`config.mk`:
```
export PLATFORM = sky130hd
export DESIGN_NAME = cbd_eta2_stream_flat
export DESIGN_NICKNAME = d
export VERILOG_FILES = /design/src/rtl/cbd_eta2_stream_if.sv /design/src/rtl/cbd_eta2_stream.sv /design/src/flat_wrapper.sv
export SDC_FILE = /design/constraint.sdc
export NUM_CORES = 1
export LEC_CHECK = 0
export CAP_MARGIN = 20
export CORE_MARGIN = 2
export CORE_UTILIZATION = 45
export CTS_BUF_LIST = sky130_fd_sc_hd__clkbuf_8
export DETAILED_ROUTE_END_ITERATION = 7
export HOLD_SLACK_MARGIN = 0.03
export PLACE_DENSITY = 0.76
export SLEW_MARGIN = 10
export SYNTH_ARGS = -nofsm -noshare
export SYNTH_HDL_FRONTEND = slang
export SYNTH_SLANG_ARGS = --single-unit
```
`constraint.sdc`:
```
create_clock -name clk -period 2.1 [get_ports clk]
set_input_delay 0.42 -clock clk [delete_from_list [all_inputs] [get_ports clk]]
set_output_delay 0.42 -clock clk [all_outputs]
set_load 0.005 [all_outputs]
```
`src/rtl/cbd_eta2_stream_if.sv`:
```
// Handshake bundle between the PRF byte source, the eta=2 CBD sampler and the
// polynomial sink: byte stream in, one mod-q coefficient per transfer out.
interface cbd_eta2_stream_if #(
    parameter int COEF_W = 12
);
    logic              start;
    logic [7:0]        in_byte;
    logic              in_valid;
    logic              in_ready;
    logic [COEF_W-1:0] coeff;
    logic signed [2:0] coeff_signed;
    logic [7:0]        coeff_idx;
    logic              coeff_valid;
    logic              coeff_ready;
    logic              busy;
    logic              done;

    modport slave (
        input  start, in_byte, in_valid, coeff_ready,
        output in_ready, coeff, coeff_signed, coeff_idx, coeff_valid, busy, done
    );

    modport master (
        output start, in_byte, in_valid, coeff_ready,
        input  in_ready, coeff, coeff_signed, coeff_idx, coeff_valid, busy, done
    );
endinterface

```
`src/rtl/cbd_eta2_stream.sv`:
```
// Streaming centered-binomial (eta=2) sampler: each PRF byte yields two
// coefficients in -2..2, emitted both signed and as canonical residues mod Q.
module cbd_eta2_stream #(
    parameter int N      = 256,
    parameter int Q      = 3329,
    parameter int COEF_W = 12
) (
    input  logic             clk,
    input  logic             rst,
    cbd_eta2_stream_if.slave bus
);

    typedef enum logic [2:0] {
        IDLE,
        FETCH,
        EMIT_LO,
        EMIT_HI,
        DONE
    } state_t;

    localparam logic [7:0] LAST_IDX = 8'(N - 1);

    state_t            state;
    logic [3:0]        hi_nib_p0;
    logic [7:0]        idx;
    logic signed [2:0] coeff_s_p1;
    logic [COEF_W-1:0] coeff_p1;
    logic              vld_p1;
    logic              busy_q;
    logic              done_q;

    logic              last_hi;
    logic              accept;
    logic signed [2:0] lo_v;
    logic signed [2:0] hi_v;

    // a - c where a and c are the popcounts of the low and high bit pairs.
    function automatic logic signed [2:0] cbd_sample(input logic [3:0] nib);
        logic signed [2:0] a;
        logic signed [2:0] c;
        a = $signed({2'b00, nib[0]}) + $signed({2'b00, nib[1]});
        c = $signed({2'b00, nib[2]}) + $signed({2'b00, nib[3]});
        return a - c;
    endfunction

    function automatic logic [COEF_W-1:0] wrap_modq(input logic signed [2:0] v);
        logic signed [COEF_W:0] w;
        w = {{(COEF_W - 2){v[2]}}, v};
        if (v < 0) begin
            w = w + $signed((COEF_W + 1)'(Q));
        end
        return w[COEF_W-1:0];
    endfunction

    assign last_hi = (idx == LAST_IDX);
    assign lo_v    = cbd_sample(bus.in_byte[3:0]);
    assign hi_v    = cbd_sample(hi_nib_p0);

    // A byte may also be taken while the high coefficient leaves, so the
    // next low coefficient follows without a FETCH bubble.
    assign bus.in_ready = (state == FETCH) ||
                          ((state == EMIT_HI) && bus.coeff_ready && !last_hi);
    assign accept = bus.in_valid && bus.in_ready;

    assign bus.coeff        = coeff_p1;
    assign bus.coeff_signed = coeff_s_p1;
    assign bus.coeff_idx    = idx;
    assign bus.coeff_valid  = vld_p1;
    assign bus.busy         = busy_q;
    assign bus.done         = done_q;

    always_ff @(posedge clk or negedge rst) begin
        if (!rst) begin
            state      <= IDLE;
            hi_nib_p0  <= '0;
            idx        <= '0;
            coeff_p1   <= '0;
            coeff_s_p1 <= '0;
            vld_p1     <= 1'b0;
            busy_q     <= 1'b0;
            done_q     <= 1'b0;
        end else begin
            done_q <= 1'b0;
            unique case (state)
                IDLE: begin
                    if (bus.start) begin
                        state  <= FETCH;
                        busy_q <= 1'b1;
                        idx    <= '0;
                    end
                end

                // p0 -> p1: byte captured, low coefficient registered at once
                FETCH: begin
                    if (accept) begin
                        hi_nib_p0  <= bus.in_byte[7:4];
                        coeff_s_p1 <= lo_v;
                        coeff_p1   <= wrap_modq(lo_v);
                        vld_p1     <= 1'b1;
                        state      <= EMIT_LO;
                    end
                end

                EMIT_LO: begin
                    if (bus.coeff_ready) begin
                        coeff_s_p1 <= hi_v;
                        coeff_p1   <= wrap_modq(hi_v);
                        idx        <= idx + 8'd1;
                        state      <= EMIT_HI;
                    end
                end

                EMIT_HI: begin
                    if (bus.coeff_ready) begin
                        if (last_hi) begin
                            vld_p1 <= 1'b0;
                            busy_q <= 1'b0;
                            done_q <= 1'b1;
                            state  <= DONE;
                        end else begin
                            idx <= idx + 8'd1;
                            if (accept) begin
                                hi_nib_p0  <= bus.in_byte[7:4];
                                coeff_s_p1 <= lo_v;
                                coeff_p1   <= wrap_modq(lo_v);
                                state      <= EMIT_LO;
                            end else begin
                                vld_p1 <= 1'b0;
                                state  <= FETCH;
                            end
                        end
                    end
                end

                DONE: begin
                    state <= IDLE;
                end

                default: begin
                    state <= IDLE;
                end
            endcase
        end
    end

endmodule

```
`src/flat_wrapper.sv`:
```
// flat-port wrapper written by rule: the top's interface ports become plain ports
module cbd_eta2_stream_flat 
#(
    parameter int N      = 256,
    parameter int Q      = 3329,
    parameter int COEF_W = 12
)
  (clk, rst, bus_start, bus_in_byte, bus_in_valid, bus_coeff_ready, bus_in_ready, bus_coeff, bus_coeff_signed, bus_coeff_idx, bus_coeff_valid, bus_busy, bus_done);
  cbd_eta2_stream_if #(.COEF_W(COEF_W)) bus_i ();
  input  logic clk;
  input  logic rst;
  input wire logic [$bits(bus_i.start)-1:0] bus_start;
  input wire logic [$bits(bus_i.in_byte)-1:0] bus_in_byte;
  input wire logic [$bits(bus_i.in_valid)-1:0] bus_in_valid;
  input wire logic [$bits(bus_i.coeff_ready)-1:0] bus_coeff_ready;
  output wire logic [$bits(bus_i.in_ready)-1:0] bus_in_ready;
  output wire logic [$bits(bus_i.coeff)-1:0] bus_coeff;
  output wire logic [$bits(bus_i.coeff_signed)-1:0] bus_coeff_signed;
  output wire logic [$bits(bus_i.coeff_idx)-1:0] bus_coeff_idx;
  output wire logic [$bits(bus_i.coeff_valid)-1:0] bus_coeff_valid;
  output wire logic [$bits(bus_i.busy)-1:0] bus_busy;
  output wire logic [$bits(bus_i.done)-1:0] bus_done;
  assign bus_i.start = bus_start;
  assign bus_i.in_byte = bus_in_byte;
  assign bus_i.in_valid = bus_in_valid;
  assign bus_i.coeff_ready = bus_coeff_ready;
  assign bus_in_ready = bus_i.in_ready;
  assign bus_coeff = bus_i.coeff;
  assign bus_coeff_signed = bus_i.coeff_signed;
  assign bus_coeff_idx = bus_i.coeff_idx;
  assign bus_coeff_valid = bus_i.coeff_valid;
  assign bus_busy = bus_i.busy;
  assign bus_done = bus_i.done;
  cbd_eta2_stream #(.N(N), .Q(Q), .COEF_W(COEF_W)) u_core (.clk(clk), .rst(rst), .bus(bus_i));
endmodule
```
==> reports/qor.csv <==
metric,value,unit
status,finished with violations,
failing checks,setup timing,
Pwr per Cell Area,1340,mW/mm^2
sequential power share,23.0,%
Inst Count DP,268,
Wirelength per Cell,15.2,um
Critical Path Sink Type,register,
diode count,0,
unrepaired setup endpoints after global routing,yes,
# clock sinks,26,
multi-input logic area,0.00104,sq mm
synthesized flop and latch total,26,
Total GRT Usage,20.5,%
CP bufs+invs,4,
list of most frequent post-synthesis cells,"26 x dfrtp_1, 15 x inv_1, 12 x nand2_1, 9 x ha_1, 8 x buf_4",
Netlist cell types,47,
fin. max-slew vios,0,
cell taking the most area after synthesis,dfrtp_1,
# IOs,40,
kind of critical path,register to register,
min-delay src,u_core.bus.coeff_signed[0],
met2 Use GR,34.3,%
Async SR Flop Fraction,100,%
crit-path max FO,2,
Worst-Skew Late Latency,0.27,ns
NumNets Final,257,
vias in the first global route,1517,
Int Power,2040,uW
"Cell Count, Final, Fillers Out",279,
Fillers,278,
Clock Skew,0.00555,ns
sequential share of the synthesized area,37.9,%
Lkg Pwr,0.00107,uW
TritonCTS clock tree,built,
min cycle time layout,2.27,ns
Total Power,3310,uW
RD Place Congestion,0.919,
Post-synth EDFFs,0,
Worst path max stage delay,0.54,ns
layout cells sized above 1,32.0,%
Hold Path Class,register to register,
cells after synthesis,170,
initial core utilization,46.9,%
Post-Syn Area,0.00172,sq mm
Peak Freq,0.441,GHz
H-Tree Depth,1,
HPWL Detailed,3050,um
worst-path cell chain,inv_2 -> fa_1 -> inv_2 -> ha_4 -> inv_4 -> ha_4 -> inv_4 -> ha_4 -> mux2i_1 -> a21oi_1 -> mux2_4,
CP startpoint,u_core.hi_nib_p0[1],
via density per instance,5.44,
Register Area,651,sq um
Least-Margin Pin Slew,0.634,ns
"antenna viol nets, final",0,
Num CTS Buffers,3,
met3 Use GR,2.39,%
area of the die,0.00433,sq mm
clk buf depth,2,
port bufs,38,
GR Util met1,27.7,%
antenna violations before repair,0,
first-pass GRT wire length,6860,um
Syn Area/Cell,10.1,sq um
CP arrival,2.43,ns
initial DRC count,77,
worst rel slew slack,57.5,%
Peak VDD IR,1.24,mV
Clock Power Share,8.6,%
max_cap viols,0,
drt total wl,4250,um
cell family with most CP delay,adder cells,
Startpoint Class,register,
vias,1517,
Row Count,22,
final setup vio count,3,
top area cells in the synthesized netlist,"dfrtp_1 38%, ha_1 6.6%, mux2i_1 4.1%",
chip height,65.8,um
worst path required time,2.26,ns
post-route setup slack,-0.168,ns
most frequent CP cell,ha_4,
Final Hold Fails,0,
DP Worst Slack,-0.726,ns
Area Overhead vs Synth,43.5,%
cell with the most instances after synthesis,dfrtp_1,
largest net degree at the start of global routing,27,
DRC errors left,0,
CORE AREA,0.00366,sq mm
final cycle utilization of the critical path,108,%
syn nets,194,
Yosys top cell area share,37.9,%
FF-to-FF Start,u_core.hi_nib_p0[1],
global route total overflow,0,
sw frac,38.4,%
clk slew on worst S/H paths,0.09,ns
root buffer cell,clkbuf_8,
ys flop type,dfrtp_1,
share of total power in combinational logic,68.4,%
GR peak layer,met2,
final core utilization,67.3,%
synth warn,0,
Pre-antenna DRT Iters,4,
Die Wd,65.8,um
Crit-path slowest cell,fa_1,
sw power,1270,uW
area by class of cell:
class | instances | area share (%)
tap | 48 | 2.44
multi-input combinational | 117 | 42.0
timing repair buffer | 70 | 24.9
clock buffer | 3 | 1.68
inverter | 15 | 2.59
sequential | 26 | 26.4
state kept, by name (all words and copies together), names as in the netlist:
| name | count |
|---|---|
| u_core.bus.coeff_idx | 8 |
| u_core.bus.coeff | 5 |
| u_core.hi_nib_p0 | 4 |
| u_core.bus.coeff_signed | 3 |
| u_core.state | 3 |
| u_core.bus.busy | 1 |
| u_core.bus.coeff_valid | 1 |
| u_core.bus.done | 1 |
final timing paths:
check | end | slack [ns] | cells after the start
max in group asynchronous | u_core.state[1] | 1.33 | 2
hold / removal | u_core.bus.coeff_signed[0] | 0.50 | 1
setup reg to reg | u_core.bus.coeff[1] | -0.17 | 11
setup / recovery | u_core.bus.coeff[1] | -0.17 | 11
min in group asynchronous | u_core.hi_nib_p0[0] | 0.51 | 2
hold reg to reg | u_core.bus.coeff_signed[0] | 0.50 | 1
power by group through the flow:
| stage | combinational (uW) | sequential, uW | clock, uW |
|---|---|---|---|
| 5_1_grt | 2480 | 783 | 312 |
| 3_5_place_dp | 1840 | 763 | 0 |
| 6_report | 2260 | 762 | 284 |
| 3_3_place_gp | 1780 | 754 | 0 |
| 4_1_cts | 2060 | 757 | 290 |
| 2_1_floorplan | 1150 | 757 | 0 |
cell usage in the layout (no fill, tap or decap), types with 2 or more instances in the layout:
cell,netlist,layout
fa_1,2,2
nand3_1,6,6
clkbuf_8,0,3
inv_4,0,3
o2bb2ai_1,3,3
nand2b_1,7,7
o21ai_0,7,5
nand4b_1,2,2
clkdlybuf4s50_1,0,34
dfrtp_1,26,26
buf_6,1,2
mux2_4,4,4
a21o_1,2,2
ha_2,0,2
mux2i_1,7,7
buf_2,2,2
a21oi_1,6,6
a211oi_1,4,3
ha_4,0,7
inv_2,0,4
inv_1,15,8
o22ai_1,3,2
a32oi_1,3,3
and3_1,4,3
nor3b_2,3,3
nand2_1,12,12
nand3b_1,2,2
nor2_1,6,6
mux2_2,4,4
buf_4,8,30
o21ai_1,1,3
worst register-to-register path, cell delays in order, from the launching register on:
cell and delay [ns]:
dfrtp_1 0.37, inv_2 0.04, fa_1 0.54, inv_2 0.05, ha_4 0.15, inv_4 0.06
ha_4 0.21, inv_4 0.06, ha_4 0.18, mux2i_1 0.15, a21oi_1 0.08, mux2_4 0.27
metal layers:
layer  vias to the layer above  wire length [um]
met2                        48              2150
met5                         -                 0
met4                         0                42
met1                       739              1870
met3                         6               187
li1                        724                 -
through the flow:
stage | TNS, ns | hold slack [ns] | cell area [sq um]
after floorplan | -0.157 | 0.124 | 1770
after global placement | -3.53 | 0.471 | 2300
after detailed placement | -4.43 | 0.478 | 2300
after CTS | -0.258 | 0.503 | 2410
after global routing | -0.688 | 0.527 | 2460
final | -0.277 | 0.501 | 2460
timing repair:
item | in CTS | in global routing
hold buffers | 0 | 0
pin swaps | 9 | 7
buffers inserted | 6 | 3
gates resized for setup | 17 | 15
endpoints found under the setup margin | 9 | 9
kinds of logic after synthesis:
logic type / Yosys count / share of synthesized area [%]
and+or+nand+nor: 48 / 16.9
adders and majority gates: 11 / 8.89
muxes: 15 / 10.2
other: 1 / 0.218
buffers and inverters: 27 / 8.23
AOI/OAI and AO/OA: 40 / 16.7
xor gates and xnor gates: 2 / 1.02
DFF: 26 / 37.9
No activity file was read; power rests on OpenSTA's default activity.
